File: config.mk
export PLATFORM = sky130hd
export DESIGN_NAME = dmi_arbiter
export DESIGN_NICKNAME = d
export VERILOG_FILES = /design/src/rtl/dmi_arbiter.sv
export SDC_FILE = /design/constraint.sdc
export NUM_CORES = 1
export LEC_CHECK = 0
export ABC_AREA = 1
export CORE_MARGIN = 2
export CORE_UTILIZATION = 38
export CTS_CLUSTER_DIAMETER = 40
export CTS_CLUSTER_SIZE = 10
export DETAILED_ROUTE_END_ITERATION = 8
export HOLD_SLACK_MARGIN = 0.05
export PLACE_DENSITY = 0.78
export RECOVER_POWER = 25
export SLEW_MARGIN = 20
export SYNTH_ARGS = -nofsm -noshare
export SYNTH_HDL_FRONTEND = slang
export SYNTH_SLANG_ARGS = --single-unit
export TNS_END_PERCENT = 30
File: constraint.sdc
create_clock -name sys_clk -period 4.88 [get_ports sys_clk]
set_input_delay 0.976 -clock sys_clk [delete_from_list [all_inputs] [get_ports sys_clk]]
set_output_delay 0.976 -clock sys_clk [all_outputs]
set_load 0.05 [all_outputs]
File: src/rtl/dmi_arbiter.sv
`default_nettype none
// +----------------------------------------------------------------------------+
// | Module : dmi_arbiter                                                       |
// | Brief  : Round-robin share of one DMI slave port between two DMI masters,  |
// |          one transaction outstanding, with response timeout.               |
// | Rev    : 1.0                                                               |
// +----------------------------------------------------------------------------+
module dmi_arbiter #(
  parameter int ADDR_W  = 7,
  parameter int DATA_W  = 32,
  parameter int TIMEOUT = 1024,
  localparam int M_W    = ADDR_W + DATA_W + 2,
  localparam int S_W    = DATA_W + 2
) (
  input  logic           sys_clk,
  input  logic           sys_rstn,
  input  logic           m0_req_valid,
  output logic           m0_req_ready,
  input  logic [M_W-1:0] m0_req_bits,
  output logic           m0_resp_valid,
  input  logic           m0_resp_ready,
  output logic [S_W-1:0] m0_resp_bits,
  input  logic           m1_req_valid,
  output logic           m1_req_ready,
  input  logic [M_W-1:0] m1_req_bits,
  output logic           m1_resp_valid,
  input  logic           m1_resp_ready,
  output logic [S_W-1:0] m1_resp_bits,
  output logic           dm_req_valid,
  input  logic           dm_req_ready,
  output logic [M_W-1:0] dm_req_bits,
  input  logic           dm_resp_valid,
  output logic           dm_resp_ready,
  input  logic [S_W-1:0] dm_resp_bits,
  output logic           busy,
  output logic           timeout_pulse,
  output logic           stray_pulse
);

  localparam int              TMR_W      = (TIMEOUT > 0) ? $clog2(TIMEOUT + 1) : 1;
  localparam bit              c_TMO_EN   = (TIMEOUT != 0);
  localparam logic [TMR_W-1:0] c_TMR_LAST = TMR_W'(TIMEOUT - 1);
  localparam logic [TMR_W-1:0] c_TMR_MAX  = '1;

  typedef enum logic [1:0] {
    S_IDLE = 2'd0,
    S_REQ  = 2'd1,
    S_WAIT = 2'd2,
    S_RESP = 2'd3
  } state_t;

  state_t           r_state;
  state_t           w_state_nxt;
  logic [M_W-1:0]   r_req_buf;
  logic [S_W-1:0]   r_resp_buf;
  logic             r_grant;
  logic             r_last_grant;
  logic [TMR_W-1:0] r_timer;

  logic w_sel0;
  logic w_sel1;
  logic w_timeout_hit;
  logic w_resp_hs;

  // On contention the master that was not served last wins.
  assign w_sel0        = m0_req_valid & (~m1_req_valid | r_last_grant);
  assign w_sel1        = m1_req_valid & (~m0_req_valid | ~r_last_grant);
  assign w_timeout_hit = c_TMO_EN && (r_timer == c_TMR_LAST);
  assign w_resp_hs     = (r_state == S_RESP) & (r_grant ? m1_resp_ready : m0_resp_ready);

  assign busy          = (r_state != S_IDLE);
  assign dm_req_bits   = r_req_buf;
  assign m0_resp_bits  = r_resp_buf;
  assign m1_resp_bits  = r_resp_buf;

  always_comb begin
    w_state_nxt   = r_state;
    m0_req_ready  = 1'b0;
    m1_req_ready  = 1'b0;
    m0_resp_valid = 1'b0;
    m1_resp_valid = 1'b0;
    dm_req_valid  = 1'b0;
    dm_resp_ready = 1'b0;
    timeout_pulse = 1'b0;
    stray_pulse   = 1'b0;
    case (r_state)
      S_IDLE: begin
        // Reset holds the FSM in IDLE; keep its outputs quiet until release.
        if (sys_rstn) begin
          m0_req_ready  = w_sel0;
          m1_req_ready  = w_sel1;
          dm_resp_ready = 1'b1;
          stray_pulse   = dm_resp_valid;
          if (w_sel0 | w_sel1) begin
            w_state_nxt = S_REQ;
          end
        end
      end
      S_REQ: begin
        dm_req_valid = 1'b1;
        if (dm_req_ready) begin
          w_state_nxt = S_WAIT;
        end
      end
      S_WAIT: begin
        dm_resp_ready = 1'b1;
        if (dm_resp_valid) begin
          w_state_nxt = S_RESP;
        end else if (w_timeout_hit) begin
          timeout_pulse = 1'b1;
          w_state_nxt   = S_RESP;
        end
      end
      S_RESP: begin
        dm_resp_ready = 1'b1;
        stray_pulse   = dm_resp_valid;
        m0_resp_valid = ~r_grant;
        m1_resp_valid = r_grant;
        if (w_resp_hs) begin
          w_state_nxt = S_IDLE;
        end
      end
    endcase
  end

  always_ff @(posedge sys_clk or negedge sys_rstn) begin
    if (!sys_rstn) begin
      r_state      <= S_IDLE;
      r_req_buf    <= '0;
      r_resp_buf   <= '0;
      r_grant      <= 1'b0;
      r_last_grant <= 1'b1;
      r_timer      <= '0;
    end else begin
      r_state <= w_state_nxt;
      case (r_state)
        S_IDLE: begin
          if (w_sel0 | w_sel1) begin
            r_req_buf <= w_sel1 ? m1_req_bits : m0_req_bits;
            r_grant   <= w_sel1;
          end
        end
        S_REQ: begin
          if (dm_req_ready) begin
            r_timer <= '0;
          end
        end
        S_WAIT: begin
          if (r_timer != c_TMR_MAX) begin
            r_timer <= r_timer + TMR_W'(1);
          end
          if (dm_resp_valid) begin
            r_resp_buf <= dm_resp_bits;
          end else if (w_timeout_hit) begin
            r_resp_buf <= {{DATA_W{1'b0}}, 2'b10};
          end
        end
        S_RESP: begin
          if (w_resp_hs) begin
            r_last_grant <= r_grant;
          end
        end
      endcase
    end
  end

endmodule
`default_nettype wire

==> summary.md <==
| Metric | Value |
|---|---|
| Outcome | `finished, violations left` |
| Violated checks | `capacitance limit, slew limit` |
| Async SR Flop Fraction | `100%` |
| Sequential standard cell area | `around 0.0023 mm2` |
| Final Max Tran Viols | `93` |
| Min Clock Period, post-route | `~3600 ps` |
| Cell Area, Synth | `approximately 0.0047 mm2` |
| EDFF count, synth | `0` |
| WP data required | `about 3900 ps` |
| Path depth of the worst reg2reg path | `6` |
| Synth top area share | `47.8%` |
| Worst EP arrival | `2660 ps` |
| Post-CTS Setup Repair Bufs | `0` |
| CP Max Fanout | `14` |
| Num rows | `40` |
| Initial core utilization | `~40%` |
| NumNets Final | `923` |
| Initial antenna violation count | `0` |
| Crit path capture type | `output pin` |
| TritonCTS clock tree | `yes` |
| Port Buf Inserts | `241` |
| Vias/cell | `4.72` |
| Flops & latches, synth | `90` |
| Number of fill cells | `roughly 1000` |
| Leak | `roughly 3.4 nW` |
| Register area share after synthesis | `between 40 and 50%` |
| Largest area contributor in the netlist | `dfrtp_1` |
| Final setup margin | `1240 ps` |
| Layout cells sized above 1 | `roughly 4.3%` |
| RSZ-0062 raised after global routing | `false` |
| Max_cap viols | `2` |
| Net Count, Synth | `approximately 730` |
| Area contributors post-synth | `dfrtp_1, nand2_1, o21ai_0` |
| Clock Latency Late Sink | `~320 ps` |
| Clock Skew | `roughly 6.7 ps` |
| Hold depth | `2` |
| Io pins | `242` |
| CTS Root Cell | `clkbuf_16` |
| Design area | `between 0.007 and 0.008 mm2` |
| Area taken by multi-input logic gates | `approximately 0.0018 mm2` |
| Worst Setup Path Type | `reg2out` |
| Most common cell after layout, fill and taps aside | `clkdlybuf4s50_1` |
| Full die area | `~0.013 mm2` |
| Routed WL per cell | `13.5 um` |
| Ys Warns | `0` |
| Gr usage total | `19.3%` |
| Routed Wire Length | `approximately 13000 um` |
| Die Y | `115 um` |
| Met2 routed WL | `slightly above 6000 um` |
| Syn avg cell area | `about 7.8 um2` |
| Clock Path Buffers | `2` |
| Vias post-DR | `between 4000 and 5000` |
| Num CTS Buffers | `9` |
| PwrDens | `roughly 760 mW/mm2` |
| Worst slack at placement | `1260 ps` |
| Largest net degree at the start of global routing | `84` |
| Area Overhead vs Synth | `53.3%` |
| Reg clk slew, reported paths | `~60 ps` |
| Part of the cycle the worst path needs | `74.5%` |
| Chip width | `around 110 um` |
| Setup crit start kind | `register` |
| Metal1 wirelength | `5070 um` |
| Post-synth top flop | `dfrtp_1` |
| H-tree Lvls | `3` |
| Fin Setup TNS | `0 ps` |
| Final Hold Viols | `0` |
| WL met3 | `about 1300 um` |
| # hold bufs at CTS | `0` |
| Post-route ant nets | `0` |
| Total grt overflow | `0` |
| Vias in the first global route | `~4300` |
| Initial DRC Count | `210` |
| Most frequent cells in the layout | `clkdlybuf4s50_1, nand2_1, dfrtp_1` |
| Worst hold path class | `reg2reg` |
| VDD IR max | `around 0.39 mV` |
| Synth unique cells | `30` |
| Dpl cell area | `around 0.0069 mm2` |
| DR DRC count | `0` |
| Max Used Layer | `met4` |
| GPL Wtd Cong | `0.856` |
| Pre-antenna DRT Iters | `4` |
| Sink Count | `90` |
| Resize count post-CTS | `0` |
| Antenna Cells | `0` |
| Core area | `0.0120 mm2` |
| Worst-Margin Slew | `~2800 ps` |
| First-pass GRT wire length | `20100 um` |
| Post-DP HPWL | `10000 um` |
| Post-Syn Instances | `around 600` |
| F_max | `roughly 280 MHz` |
| Final-report setup violation count | `0` |
| Headroom to the max-slew limit | `-86.6%` |
==> kinds of logic (layout without fill, tap and decap cells) <==
family / after synthesis / count (layout) / synth area share [%]
buffers and inverters: 126 / 325 / 14.2
AND/OR/NAND/NOR: 273 / 273 / 23.8
flip-flops: 90 / 90 / 48.4
XOR/XNOR: 4 / 4 / 0.752
adder cells (fa/ha/maj): 7 / 7 / 1.88
AO/OA/AOI/OAI: 98 / 98 / 11.0
==> power breakdown <==
group	internal [mW]	switching [mW]	leakage, nW	total [mW]
Clock	0.370	0.258	0.139	0.628
Sequential	1.08	0.235	1.12	1.32
Combinational	1.07	2.38	2.14	3.45
==> path summary, 6_finish.rpt <==
check	startpoint	end	slack, ps
max	r_state[0]	dm_resp_ready	1240
min	dm_req_bits[17]	dm_req_bits[17]	480
max reg2reg	r_state[0]	m0_resp_bits[10]	2420
min reg2reg	dm_req_bits[17]	dm_req_bits[17]	480
max in group asynchronous	sys_rstn	dm_req_bits[4]	1490
min in group asynchronous	sys_rstn	r_timer[10]	1410
==> Yosys cell counts (all sizes together) (2+ instances only) <==
cell	count
nor3	2
o21ai	91
dfrtp	89
nand3	14
nand4	8
buf	55
ha	7
a21oi	4
inv	65
nor2	18
xor2	4
nand2	229
clkbuf	6
==> critical path: stages (launching register included) <==
cell	delay (ps)
dfrtp_1	430
inv_1	130
ha_1	560
inv_2	150
a21oi_1	240
clkdlybuf4s50_1	830
==> final cells by class <==
type | instances | area share (%)
repair buffers | 244 | 33.9
flip-flops and latches | 90 | 31.6
multi-input cells | 382 | 24.7
clock buffers | 13 | 3.65
inverters | 65 | 3.42
well taps | 147 | 2.58
clock inverters | 3 | 0.210
==> stage by stage <==
stage	std cells	hold WS, ps	power, mW	util, %
floorplan	598	472	3.77	-
global placement	928	466	4.73	57.4
detailed placement	928	472	4.80	57.5
CTS	944	487	5.45	59.8
global route	944	517	5.69	59.7
finish	944	481	5.40	59.7
==> layer usage <==
layer	global-route usage [%]	up-vias
met5	0	-
met4	7.79	0
met2	33.6	208
met1	22.3	2014
met3	5.88	26
li1	-	2211
==> state kept, by name, summed over array words and instances (netlist names) <==
name,cells
r_state,2
dm_req_bits,41
r_grant,1
m0_resp_bits,34
r_last_grant,1
r_timer,11
Note: power is estimated with default switching activity, not from simulation.
